`config.mk`:
```
export PLATFORM = sky130hd
export DESIGN_NAME = pipe_stage_reg
export DESIGN_NICKNAME = d
export VERILOG_FILES = /design/src/rtl/pipe_stage_reg.sv
export SDC_FILE = /design/constraint.sdc
export NUM_CORES = 1
export LEC_CHECK = 0
export CORE_UTILIZATION = 42
export DETAILED_ROUTE_END_ITERATION = 8
export PLACE_DENSITY = 0.7
export SLEW_MARGIN = 20
export SYNTH_ARGS = -nofsm -noshare
export SYNTH_HDL_FRONTEND = slang
export SYNTH_SLANG_ARGS = --single-unit
```
`constraint.sdc`:
```
create_clock -name clk -period 14.8 [get_ports clk]
set_input_delay 4.44 -clock clk [delete_from_list [all_inputs] [get_ports clk]]
set_output_delay 4.44 -clock clk [all_outputs]
set_load 0.05 [all_outputs]
```
`src/rtl/pipe_stage_reg.sv`:
```
`default_nettype none
// ============================================================================
//  Module   : pipe_stage_reg
//  Purpose  : Two-entry elastic (skid) pipeline stage with hazard freeze,
//             branch flush and saturating stall/flush statistics counters.
//  Ports    : clk, rst            - clock, async active-high reset
//             freeze, flush       - hold all state / discard all entries
//             in_valid/in_ready/in_data    - upstream handshake + payload
//             out_valid/out_ready/out_data - downstream handshake + payload
//             stall_cnt, flush_cnt         - saturating statistics counters
//  Revision : 1.0 - initial release
// ============================================================================
module pipe_stage_reg #(
    parameter int                DATA_W    = 64,
    parameter logic [DATA_W-1:0] FLUSH_VAL = '0,
    parameter int                CNT_W     = 16
) (
    input  logic              clk,
    input  logic              rst,
    input  logic              freeze,
    input  logic              flush,
    input  logic              in_valid,
    output logic              in_ready,
    input  logic [DATA_W-1:0] in_data,
    output logic              out_valid,
    input  logic              out_ready,
    output logic [DATA_W-1:0] out_data,
    output logic [CNT_W-1:0]  stall_cnt,
    output logic [CNT_W-1:0]  flush_cnt
);

    localparam logic [1:0] S_EMPTY = 2'd0;
    localparam logic [1:0] S_ONE   = 2'd1;
    localparam logic [1:0] S_FULL  = 2'd2;

    localparam logic [CNT_W-1:0] c_cnt_max = {CNT_W{1'b1}};

    logic [1:0]        r_state;
    logic [1:0]        w_state_nxt;
    logic [DATA_W-1:0] r_main;
    logic [DATA_W-1:0] r_skid;
    logic [CNT_W-1:0]  r_stall_cnt;
    logic [CNT_W-1:0]  r_flush_cnt;

    logic w_push;
    logic w_pop;
    logic w_main_ld_in;
    logic w_main_ld_skid;
    logic w_skid_ld_in;
    logic w_stall;

    // Freeze and flush both close the handshakes, so no push/pop can happen
    // while either is asserted; holding state under freeze falls out of that.
    assign in_ready  = (r_state != S_FULL)  && !freeze && !flush;
    assign out_valid = (r_state != S_EMPTY) && !freeze && !flush;
    assign w_push    = in_valid  && in_ready;
    assign w_pop     = out_valid && out_ready;
    assign w_stall   = (freeze && !flush) || (out_valid && !out_ready);

    // Occupancy next-state and data-path load enables
    always_comb begin
        w_state_nxt    = r_state;
        w_main_ld_in   = 1'b0;
        w_main_ld_skid = 1'b0;
        w_skid_ld_in   = 1'b0;
        if (flush) begin
            w_state_nxt = S_EMPTY;
        end else begin
            case (r_state)
                S_EMPTY: begin
                    if (w_push) begin
                        w_main_ld_in = 1'b1;
                        w_state_nxt  = S_ONE;
                    end
                end
                S_ONE: begin
                    if (w_push && w_pop) begin
                        w_main_ld_in = 1'b1;
                    end else if (w_push) begin
                        w_skid_ld_in = 1'b1;
                        w_state_nxt  = S_FULL;
                    end else if (w_pop) begin
                        w_state_nxt  = S_EMPTY;
                    end
                end
                S_FULL: begin
                    if (w_pop) begin
                        w_main_ld_skid = 1'b1;
                        w_state_nxt    = S_ONE;
                    end
                end
                default: begin
                    w_state_nxt = S_EMPTY;
                end
            endcase
        end
    end

    always_ff @(posedge clk or posedge rst) begin
        if (rst) begin
            r_state <= S_EMPTY;
        end else begin
            r_state <= w_state_nxt;
        end
    end

    // Main/skid registers; main keeps its last value when the stage drains
    always_ff @(posedge clk or posedge rst) begin
        if (rst) begin
            r_main <= FLUSH_VAL;
            r_skid <= FLUSH_VAL;
        end else if (flush) begin
            r_main <= FLUSH_VAL;
            r_skid <= FLUSH_VAL;
        end else begin
            if (w_main_ld_in) begin
                r_main <= in_data;
            end else if (w_main_ld_skid) begin
                r_main <= r_skid;
            end
            if (w_skid_ld_in) begin
                r_skid <= in_data;
            end
        end
    end

    // Saturating statistics; a flush of an already empty stage is not counted
    always_ff @(posedge clk or posedge rst) begin
        if (rst) begin
            r_stall_cnt <= '0;
            r_flush_cnt <= '0;
        end else begin
            if (w_stall && (r_stall_cnt != c_cnt_max)) begin
                r_stall_cnt <= r_stall_cnt + 1'b1;
            end
            if (flush && (r_state != S_EMPTY) && (r_flush_cnt != c_cnt_max)) begin
                r_flush_cnt <= r_flush_cnt + 1'b1;
            end
        end
    end

    assign out_data  = r_main;
    assign stall_cnt = r_stall_cnt;
    assign flush_cnt = r_flush_cnt;

endmodule
`default_nettype wire

```
==> out/qor.yml <==
pwr:
  ir_worst_vdd_mv: 0.07701
  power_leakage_nw: 5.065
  p_per_area_nw_per_um2: 117.7
  p_seq_share_pct: 41.7
  internal_power_mw: 0.8234
  switchingPower_mw: 0.3609
  power_frac_comb_pct: 19.1
  sw_frac_of_total_pct: 30.47
  p_clk_share_pct: 39.2
synth:
  post_synth_num_cell_types: 51
  synth-seq-cells: 162
  synth_top_cell_by_area: "dfrtp_1"
  ys_warn_count: 0
  async_reset_ff_share_pct: 100.0
  ys.flop_type: "dfrtp_1"
  synthCells: 719
  synthTopCellsByCount: "162 x dfrtp_1, 137 x nand2_1, 71 x inv_1"
  syn_area_um2: 7731
  synth.most_common_cell: "dfrtp_1"
  mappedNetlistNets: 791
  netlist.area_leader.share_pct: 52.44
  synth_edf_count: 0
  ys_seq_area_share_pct: 52.44
  synth_area_leaders: "dfrtp_1 52%, mux2i_1 8.4%, mux2_2 8.3%"
  avgSynthCellArea_um2: 10.75
final_layout:
  area_delta_synth_final_pct: 30.12
  drive_gt1_share_pct: 12.44
  fin_nets: 943
  fillers: 1578
  antennaDiodeCount: 0
critical_path:
  critPathKind: "in2out"
  critPathArrivalTime_ns: 6.39
  crit_required_ns: 10.36
  cp.buffers_inverters: 2
  crit_slowest_cell: "clkdlybuf4s50_1"
  crit_top_cell: "clkdlybuf4s50_1"
  crit_path_max_fanout: 8
  slowest_delay_ns: 0.79
  cp_top_family: "buffers and inverters"
  crit_path_end_kind: "output pin"
  cp-start-kind: "primary input"
  path_cells: "clkdlybuf4s50_1 > nor2_1 > o21a_1 > clkdlybuf4s50_1"
clocking:
  post_cts_resized: 0
  numCtsBuffers: 17
  clock_latency_ns: 0.42
  cts_tree: "built"
  clk_pin_slew_ns: 0.06
  root_buffer: "clkbuf_16"
  clkSinkCount: 162
  clock_path_buffers: 2
  postCtsSetupRepairBufs: 0
  htree_levels: 4
  cts_hold_buf: 0
route:
  top_layer: "met4"
  m1WireLength_um: 7634
  drtIter0Drc: 345
  drt_first_pass_iters: 4
  via_per_inst: 4.902
  wl_per_cell_um: 14.85
  wl_met2_um: 7775
  totalWireLength_um: 16530
  vias: 5456
  route.met3.wl_um: 918
  drc_errors: 0
  ant_nets: 0
outcome:
  status: "completed"
timing:
  tightestPinTransition_ns: 0.9393
  slew_violations: 0
  fin_setup_tns_ns: 0
  fmax_mhz: 92.31
  hold_viol_final: 0
  skew_ns: 0.007613
  fin_crit_ns: 10.83
  rsz0062_at_grt: "false"
  fin_crit_sh_pct: 73.20
  setup_viol: 0
  hold_ws_ns: 0.4820
  slew_headroom_pct: 37.38
placed_design:
  place_congestion: 0.7928
  dpl.hpwl_um: 10420
  portBuffers: 167
grt:
  grt_pass1_vias: 5245
  overflow: 0
  antenna_found_initial: 0
  grt_pass1_wl_um: 26720
  grt_max_degree: 96
  grt_usage_pct: 18.45
floorplan:
  start_util_pct: 42.89
  dieArea_um2: 18950
  io_pins: 168
  core_area_um2: 18020
  die_w_um: 137.7
  row_count: 49
  dieHeight_um: 137.7
min_path:
  hp-class: "reg2reg"
flow_run:
  cap_violations: 0
==> power groups by stage <==
stage                     clock network, mW  registers, mW  logic (mW)
after floorplan                           0          0.575      0.0691
after global placement                    0          0.502       0.226
after detailed placement                  0          0.503       0.228
after CTS                             0.477          0.494       0.229
after global routing                  0.496          0.498       0.241
final                                 0.465          0.494       0.226
==> cell families (layout without fill, tap and decap cells) <==
group | count (synthesis) | after routing | share of synthesized area, %
simple gates | 203 | 203 | 12.57
flops | 162 | 162 | 52.44
mux | 130 | 130 | 17.88
buf+inv | 111 | 276 | 7.364
compound gates | 80 | 80 | 5.907
xor+xnor | 31 | 31 | 3.512
fa+ha+maj | 2 | 2 | 0.3236
==> through the flow <==
step / instances / power [mW] / worst slack [ns] / utilization, % / instance area, um2
finish: 1113 / 1.184 / 3.966 / 55.81 / 10060
global route: 1113 / 1.235 / 3.802 / 55.81 / 10060
CTS: 1113 / 1.200 / 3.950 / 55.81 / 10060
detailed placement: 1081 / 0.7305 / 3.947 / 52.36 / 9438
global placement: 1081 / 0.7280 / 4.012 / 52.36 / 9438
floorplan: 719 / 0.6444 / 4.668 / - / 7731
==> sequential cells by signal (all words and copies together) (netlist names) <==
| register | count |
|---|---|
| stall_cnt | 16 |
| r_skid | 64 |
| out_data | 64 |
| flush_cnt | 16 |
| r_state | 2 |
==> layout make-up <==
| class | instances | area, um2 | area share (%) |
|---|---|---|---|
| sequential | 162 | 4054 | 40.30 |
| multi-input combinational | 446 | 3113 | 30.95 |
| timing repair buffer | 172 | 1709 | 16.99 |
| clock buffer | 17 | 425.4 | 4.229 |
| tap | 229 | 286.5 | 2.848 |
| inverter | 72 | 275.3 | 2.736 |
| clock inverter | 15 | 196.4 | 1.953 |
==> per-layer routing <==
| layer | GRT usage, % | up-vias |
|---|---|---|
| met5 | 0 | - |
| met1 | 24.64 | 2608 |
| li1 | - | 2706 |
| met3 | 4.599 | 13 |
| met4 | 6.044 | 0 |
| met2 | 29.20 | 129 |
==> worst paths after layout <==
path                                          start                  endpoint  slack (ns)  cells past startpoint
max in group asynchronous                       rst  out_data[58]$_DFFE_PP0P_        8.76                      3
setup reg to reg             r_state[1]$_DFFE_PP0P_  out_data[15]$_DFFE_PP0P_       12.28                      5
hold / removal             out_data[55]$_DFFE_PP0P_  out_data[55]$_DFFE_PP0P_        0.48                      1
setup / recovery                             freeze                 out_valid        3.97                      4
min in group asynchronous                       rst  out_data[57]$_DFFE_PP0P_        4.59                      2
hold reg to reg            out_data[55]$_DFFE_PP0P_  out_data[55]$_DFFE_PP0P_        0.48                      1
==> placed cells by master (no fill, tap or decap), types with 2 or more instances in the layout <==
| cell | count |
|---|---|
| a2111oi_0 | 2 |
| a21oi_1 | 3 |
| and2_1 | 2 |
| and4_1 | 5 |
| buf_4 | 5 |
| bufinv_16 | 3 |
| clkbuf_16 | 17 |
| clkdlybuf4s50_1 | 167 |
| clkinvlp_4 | 3 |
| dfrtp_1 | 162 |
| ha_1 | 2 |
| inv_1 | 70 |
| inv_6 | 7 |
| inv_8 | 2 |
| mux2_1 | 8 |
| mux2_2 | 57 |
| mux2i_1 | 65 |
| nand2_1 | 137 |
| nand3_1 | 10 |
| nand4_1 | 5 |
| nor2_1 | 7 |
| nor3_1 | 7 |
| nor3b_1 | 2 |
| nor4_1 | 10 |
| nor4b_1 | 3 |
| o21ai_0 | 66 |
| or2_2 | 2 |
| xnor2_1 | 8 |
| xor2_1 | 23 |
Note: power is estimated with default switching activity, not from simulation.
